[config.mk]
export PLATFORM = sky130hd
export DESIGN_NAME = mux_4_1_rr_sched_flat
export DESIGN_NICKNAME = d
export VERILOG_FILES = /design/src/rtl/mux_4_1_rr_sched_if.sv /design/src/rtl/mux_4_1_rr_sched.sv /design/src/flat_wrapper.sv
export SDC_FILE = /design/constraint.sdc
export NUM_CORES = 1
export LEC_CHECK = 0
export CAP_MARGIN = 30
export CORE_ASPECT_RATIO = 1.5
export CORE_MARGIN = 2
export CORE_UTILIZATION = 42
export CTS_CLUSTER_SIZE = 12
export DETAILED_ROUTE_END_ITERATION = 10
export GPL_TIMING_DRIVEN = 0
export PLACE_DENSITY = 0.88
export SLEW_MARGIN = 30
export SYNTH_ARGS = -nofsm -noshare
export SYNTH_HDL_FRONTEND = slang
export SYNTH_SLANG_ARGS = --single-unit
[constraint.sdc]
create_clock -name clk -period 3 [get_ports clk]
set_input_delay 0.6 -clock clk [delete_from_list [all_inputs] [get_ports clk]]
set_output_delay 0.6 -clock clk [all_outputs]
set_load 0.01 [all_outputs]
[src/rtl/mux_4_1_rr_sched_if.sv]
// Requester/output bundle for the round-robin 4:1 mux scheduler.
// The slave modport is the scheduler's view. The master modport is the
// environment's view: it drives the requesters and the downstream ready.
interface mux_4_1_rr_sched_if #(
   parameter int WIDTH = 4
);
   logic [3:0]       req;
   logic [WIDTH-1:0] a;
   logic [WIDTH-1:0] b;
   logic [WIDTH-1:0] c;
   logic [WIDTH-1:0] d;
   logic [3:0]       ack;
   logic [1:0]       sel;
   logic [WIDTH-1:0] out;
   logic             out_valid;
   logic             out_ready;
   logic             busy;

   modport master (
      output req, a, b, c, d, out_ready,
      input  ack, sel, out, out_valid, busy
   );

   modport slave (
      input  req, a, b, c, d, out_ready,
      output ack, sel, out, out_valid, busy
   );
endinterface

[src/rtl/mux_4_1_rr_sched.sv]
// Round-robin scheduler that shares a 4:1 WIDTH-bit mux between four
// requesters. The granted word is registered and offered downstream on a
// valid/ready port. A grant may keep the datapath for up to BURST
// consecutive beats before the scan moves on from the rotating pointer.
module mux_4_1_rr_sched #(
   parameter int WIDTH = 4,
   parameter int BURST = 2      // legal range 1..15
) (
   input logic               clk,
   input logic               reset,
   mux_4_1_rr_sched_if.slave bus
);

   typedef enum logic {
      IDLE = 1'b0,
      HOLD = 1'b1
   } state_t;

   localparam logic [3:0] BURST_C = 4'(BURST);

   state_t           state_q, state_d;
   logic [1:0]       ptr_q, ptr_d;
   logic [3:0]       cnt_q, cnt_d;
   logic [WIDTH-1:0] out_q, out_d;
   logic [1:0]       sel_q, sel_d;
   logic             out_valid_q, out_valid_d;

   logic             win_found;
   logic [1:0]       win_idx;
   logic             capture;
   logic             extend;
   logic [1:0]       cap_idx;
   logic [WIDTH-1:0] cap_data;

   // Arbitration: the first requester found scanning ptr, ptr+1, ... (mod 4).
   always_comb begin
      logic [1:0] cand;
      // NOTE: combinational blocks use blocking '='; only the clocked block
      // below uses '<='. Every signal also gets a default first, so no path
      // through the block can infer a latch.
      win_found = 1'b0;
      win_idx   = ptr_q;
      cand      = ptr_q;
      // Walk from the farthest offset down, so the nearest hit wins.
      for (int k = 3; k >= 0; k--) begin
         cand = ptr_q + 2'(k);
         if (bus.req[cand]) begin
            win_found = 1'b1;
            win_idx   = cand;
         end
      end
   end

   // Capture decision: choose between a fresh grant, a burst beat, or no capture.
   always_comb begin
      capture = 1'b0;
      extend  = 1'b0;
      cap_idx = win_idx;
      case (state_q)
         IDLE: begin
            capture = win_found;
         end
         HOLD: begin
            if (bus.out_ready) begin
               if ((cnt_q < BURST_C) && bus.req[sel_q]) begin
                  // The current owner still requests and has beats left.
                  capture = 1'b1;
                  extend  = 1'b1;
                  cap_idx = sel_q;
               end else begin
                  // Back-to-back re-arbitration, with no bubble beat.
                  capture = win_found;
               end
            end
         end
         default: begin
            capture = 1'b0;
         end
      endcase
   end

   // Data path: the 4:1 mux that the requesters share.
   always_comb begin
      cap_data = bus.a;
      case (cap_idx)
         2'd0:    cap_data = bus.a;
         2'd1:    cap_data = bus.b;
         2'd2:    cap_data = bus.c;
         default: cap_data = bus.d;
      endcase
   end

   // Next state: load the captured word, or drain to IDLE when nothing is waiting.
   always_comb begin
      state_d     = state_q;
      ptr_d       = ptr_q;
      cnt_d       = cnt_q;
      out_d       = out_q;
      sel_d       = sel_q;
      out_valid_d = out_valid_q;

      if (capture) begin
         out_d       = cap_data;
         sel_d       = cap_idx;
         out_valid_d = 1'b1;
         state_d     = HOLD;
         if (extend) begin
            cnt_d = cnt_q + 4'd1;
         end else begin
            cnt_d = 4'd1;
            ptr_d = cap_idx + 2'd1;
         end
      end else if ((state_q == HOLD) && bus.out_ready) begin
         // The word was consumed and nobody is requesting. out and sel keep
         // their last values.
         out_valid_d = 1'b0;
         state_d     = IDLE;
      end
   end

   // State registers with synchronous, active-high reset.
   always_ff @(posedge clk) begin
      if (reset) begin
         state_q     <= IDLE;
         ptr_q       <= 2'd0;
         cnt_q       <= 4'd0;
         out_q       <= '0;
         sel_q       <= 2'd0;
         out_valid_q <= 1'b0;
      end else begin
         state_q     <= state_d;
         ptr_q       <= ptr_d;
         cnt_q       <= cnt_d;
         out_q       <= out_d;
         sel_q       <= sel_d;
         out_valid_q <= out_valid_d;
      end
   end

   // Per-requester ack: one-hot on the edge that captures, held low during reset.
   always_comb begin
      bus.ack = 4'b0000;
      if (capture && !reset) begin
         bus.ack[cap_idx] = 1'b1;
      end
   end

   assign bus.sel       = sel_q;
   assign bus.out       = out_q;
   assign bus.out_valid = out_valid_q;
   assign bus.busy      = (state_q == HOLD);

endmodule

[src/flat_wrapper.sv]
// flat-port wrapper written by rule: the top's interface ports become plain ports
module mux_4_1_rr_sched_flat 
#(
   parameter int WIDTH = 4,
   parameter int BURST = 2                          
)
  (clk, reset, bus_req, bus_a, bus_b, bus_c, bus_d, bus_out_ready, bus_ack, bus_sel, bus_out, bus_out_valid, bus_busy);
  mux_4_1_rr_sched_if #(.WIDTH(WIDTH)) bus_i ();
  input logic clk;
  input logic reset;
  input wire logic [$bits(bus_i.req)-1:0] bus_req;
  input wire logic [$bits(bus_i.a)-1:0] bus_a;
  input wire logic [$bits(bus_i.b)-1:0] bus_b;
  input wire logic [$bits(bus_i.c)-1:0] bus_c;
  input wire logic [$bits(bus_i.d)-1:0] bus_d;
  input wire logic [$bits(bus_i.out_ready)-1:0] bus_out_ready;
  output wire logic [$bits(bus_i.ack)-1:0] bus_ack;
  output wire logic [$bits(bus_i.sel)-1:0] bus_sel;
  output wire logic [$bits(bus_i.out)-1:0] bus_out;
  output wire logic [$bits(bus_i.out_valid)-1:0] bus_out_valid;
  output wire logic [$bits(bus_i.busy)-1:0] bus_busy;
  assign bus_i.req = bus_req;
  assign bus_i.a = bus_a;
  assign bus_i.b = bus_b;
  assign bus_i.c = bus_c;
  assign bus_i.d = bus_d;
  assign bus_i.out_ready = bus_out_ready;
  assign bus_ack = bus_i.ack;
  assign bus_sel = bus_i.sel;
  assign bus_out = bus_i.out;
  assign bus_out_valid = bus_i.out_valid;
  assign bus_busy = bus_i.busy;
  mux_4_1_rr_sched #(.WIDTH(WIDTH), .BURST(BURST)) u_core (.clk(clk), .reset(reset), .bus(bus_i));
endmodule
==> flow_metrics.py <==
metrics = {
    "floorplanning": {
        "die_area_um2": 2390,
        "die_height_um": 58.8,
        "start_util_pct": 45.4,
        "core_area_um2": 1850,
        "rows": 19,
        "io_pins": 35,
        "die_w_um": 40.6,
    },
    "power_and_ir_drop": {
        "combPwrFrac_pct": 46.5,
        "peakVddDrop_mv": 0.388,
        "design_power_total_mw": 0.610,
        "cellPowerDensity_nw_per_um2": 462,
        "clockPowerShare_pct": 18.0,
        "seq_power_share_pct": 35.5,
        "leakage_nw": 0.558,
        "p_switching_mw": 0.208,
        "p_int_mw": 0.402,
        "sw_frac_of_total_pct": 34.1,
    },
    "global_route": {
        "overflow": 0,
        "grtUsageTotal_pct": 24.0,
        "grt_pass1_vias": 976,
        "grt_antenna_before_repair": 0,
        "grt_max_degree": 11,
        "grt_pass1_wl_um": 4040,
    },
    "place": {
        "dpl_cell_area_um2": 1210,
        "gp_congestion": 0.817,
        "io_buffers": 34,
        "dp_hpwl_um": 1700,
    },
    "synthesis": {
        "syn_nets": 125,
        "synth-async-reset-ratio_pct": 0,
        "yosys.area.top_type_share_pct": 30.9,
        "synth_top_cell_by_area": "dfxtp_1",
        "syn_avg_cell_area_um2": 8.77,
        "synth_edf_count": 0,
        "synth_area_um2": 842,
        "yosys-top-cells-count": "dfxtp_1, nand2_1, a21oi_1, mux2i_1",
        "synth_flop_cell": "dfxtp_1",
        "synth.most_common_cell": "dfxtp_1",
        "yosys-top-cells-area": "dfxtp_1, ha_1, mux2i_1",
        "syn_inst": 96,
        "synth-seq-area-share_pct": 30.9,
        "ys_seq_elements": 13,
        "synth_warnings": 0,
        "synth.distinct_cells": 31,
    },
    "timing": {
        "hold_viol": 0,
        "hold-worst-slack_ns": 0.482,
        "fin_crit_sh_pct": 98.5,
        "tightest_slew_ns": 0.589,
        "period_needed_ns": 2.96,
        "setup_viol": 0,
        "clock_skew_ns": 0.0101,
        "maxSlewHeadroom_pct": 60.4,
        "slew_viol_final": 0,
        "fmax_ghz": 0.338,
    },
    "clock_tree": {
        "clkTransAtPathRegs_ns": 0.07,
        "clkSinkCount": 13,
        "cts_buffers": 3,
        "root_buffer": "clkbuf_4",
        "hold_buffers": 0,
        "htree_levels": 1,
        "cts_max_path_buffers": 2,
        "cts_tree": "done",
        "clk_latency_ns": 0.28,
    },
    "routing": {
        "drtAntennaViolNets": 0,
        "drc": 0,
        "num_vias": 907,
        "dr.first_iter.drc_count": 21,
        "wl_um": 2370,
        "wl_per_cell_um": 14.7,
        "dr.pass1.iters": 4,
        "vias_per_cell": 5.63,
    },
    "worst_setup_path": {
        "critical_path_class": "in -> out",
        "crit_path_max_fanout": 5,
        "r2r.worst_path.cells": 11,
        "crit_buf_inv": 3,
        "critPathMaxStageDelay_ns": 0.50,
        "critPathArrivalTime_ns": 2.36,
        "end_kind": "output port",
        "critPathLaunchType": "input port",
        "cp_num_cells": 8,
        "slowest_stage": "mux4_2",
        "crit_chain": "clkdlybuf4s15_2 > mux4_2 > nand3_4 > buf_4 > mux2_2 > ha_2 > and3_1 > buf_2",
        "crit_required_ns": 2.40,
        "critical-path-top-delay-family": "multiplexers",
    },
    "run_status": {
        "status": "finished clean",
    },
    "hold_path": {
        "hold_class": "reg -> reg",
        "whs_path_depth": 2,
    },
    "finish": {
        "n_antenna_cell": 0,
        "fin_nets": 170,
        "drive_above_1_share_pct": 26.4,
        "stdcell_area_um2": 1320,
        "syn_to_final_growth_pct": 56.6,
    },
    "job": {
        "drv_cap": 0,
    },
}
==> registers in the layout, summed over array words and instances, names as in the netlist <==
register,cells
u_core.bus.busy,1
u_core.ptr_q,2
u_core.bus.out,4
u_core.bus.sel,2
u_core.cnt_q,4
==> kinds of logic (layout without fill, tap and decap cells) <==
| group | after synthesis | in the layout | share of synthesized area, % |
|---|---|---|---|
| muxes | 10 | 10 | 13.7 |
| DFF | 13 | 13 | 30.9 |
| AOI/OAI and AO/OA | 27 | 27 | 22.0 |
| buffers and inverters | 10 | 54 | 5.94 |
| adders and majority gates | 6 | 6 | 8.92 |
| and+or+nand+nor | 30 | 30 | 18.6 |
==> through the flow <==
step	setup TNS (ns)	util [%]	std cells	setup WS [ns]
floorplan	0	-	96	0.332
global placement	-3.84	65.2	151	-0.738
detailed placement	-3.96	65.2	151	-0.748
CTS	0	70.7	161	0.0414
global route	-0.0434	71.1	161	-0.0223
finish	0	71.1	161	0.0450
==> layout by cell type (no fill, tap or decap), drive strengths merged, types with 6 or more instances in the layout <==
master	instances
mux2i	7
a21oi	9
dfxtp	13
inv	6
buf	15
nand2	10
nor2	6
ha	6
o21ai	6
clkdlybuf4s50	26
==> repair_timing <==
item	in CTS	in global routing
setup buffers	6	1
resized for setup	40	3
cloned	0	0
pin swaps	3	1
hold endpoints to repair	0	0
setup endpoints to repair	5	2
==> worst min-delay path: stages, from the launching register on <==
cell	delay (ns)
dfxtp_1	0.32
nand2_1	0.06
o32ai_1	0.05
==> layer usage <==
metal | up-vias | track usage (%) | part of all wire [%]
met4 | 0 | 6.67 | 0.55
met3 | 2 | 7.17 | 8.4
met2 | 37 | 44.4 | 58
met5 | - | 0 | 0
li1 | 443 | - | -
met1 | 425 | 23.9 | 33
==> power groups by stage <==
stage	Sequential (mW)	Combinational, mW	Clock [mW]
finish	0.217	0.283	0.110
global route	0.220	0.314	0.120
CTS	0.216	0.282	0.111
detailed placement	0.218	0.242	0
global placement	0.215	0.238	0
floorplan	0.221	0.134	0
==> final cells by class <==
cell class / count / area [um2]
flip-flops and latches: 13 / 262
repair buffers: 40 / 358
multi-input cells: 73 / 592
clock inverters: 1 / 5.00
inverters: 6 / 22.5
plain buffers: 4 / 31.3
clock buffers: 3 / 22.5
well taps: 21 / 26.3
fillers: 139 / 536
==> final timing paths <==
| kind | end | slack (ns) | from |
|---|---|---|---|
| max | bus_ack[2] | 0.04 | bus_req[2] |
| min | u_core.cnt_q[2] | 0.48 | u_core.cnt_q[2] |
| min reg2reg | u_core.cnt_q[2] | 0.48 | u_core.cnt_q[2] |
| max reg2reg | u_core.bus.out[3] | 0.21 | u_core.bus.sel[0] |
No activity file was read; power rests on OpenSTA's default activity.
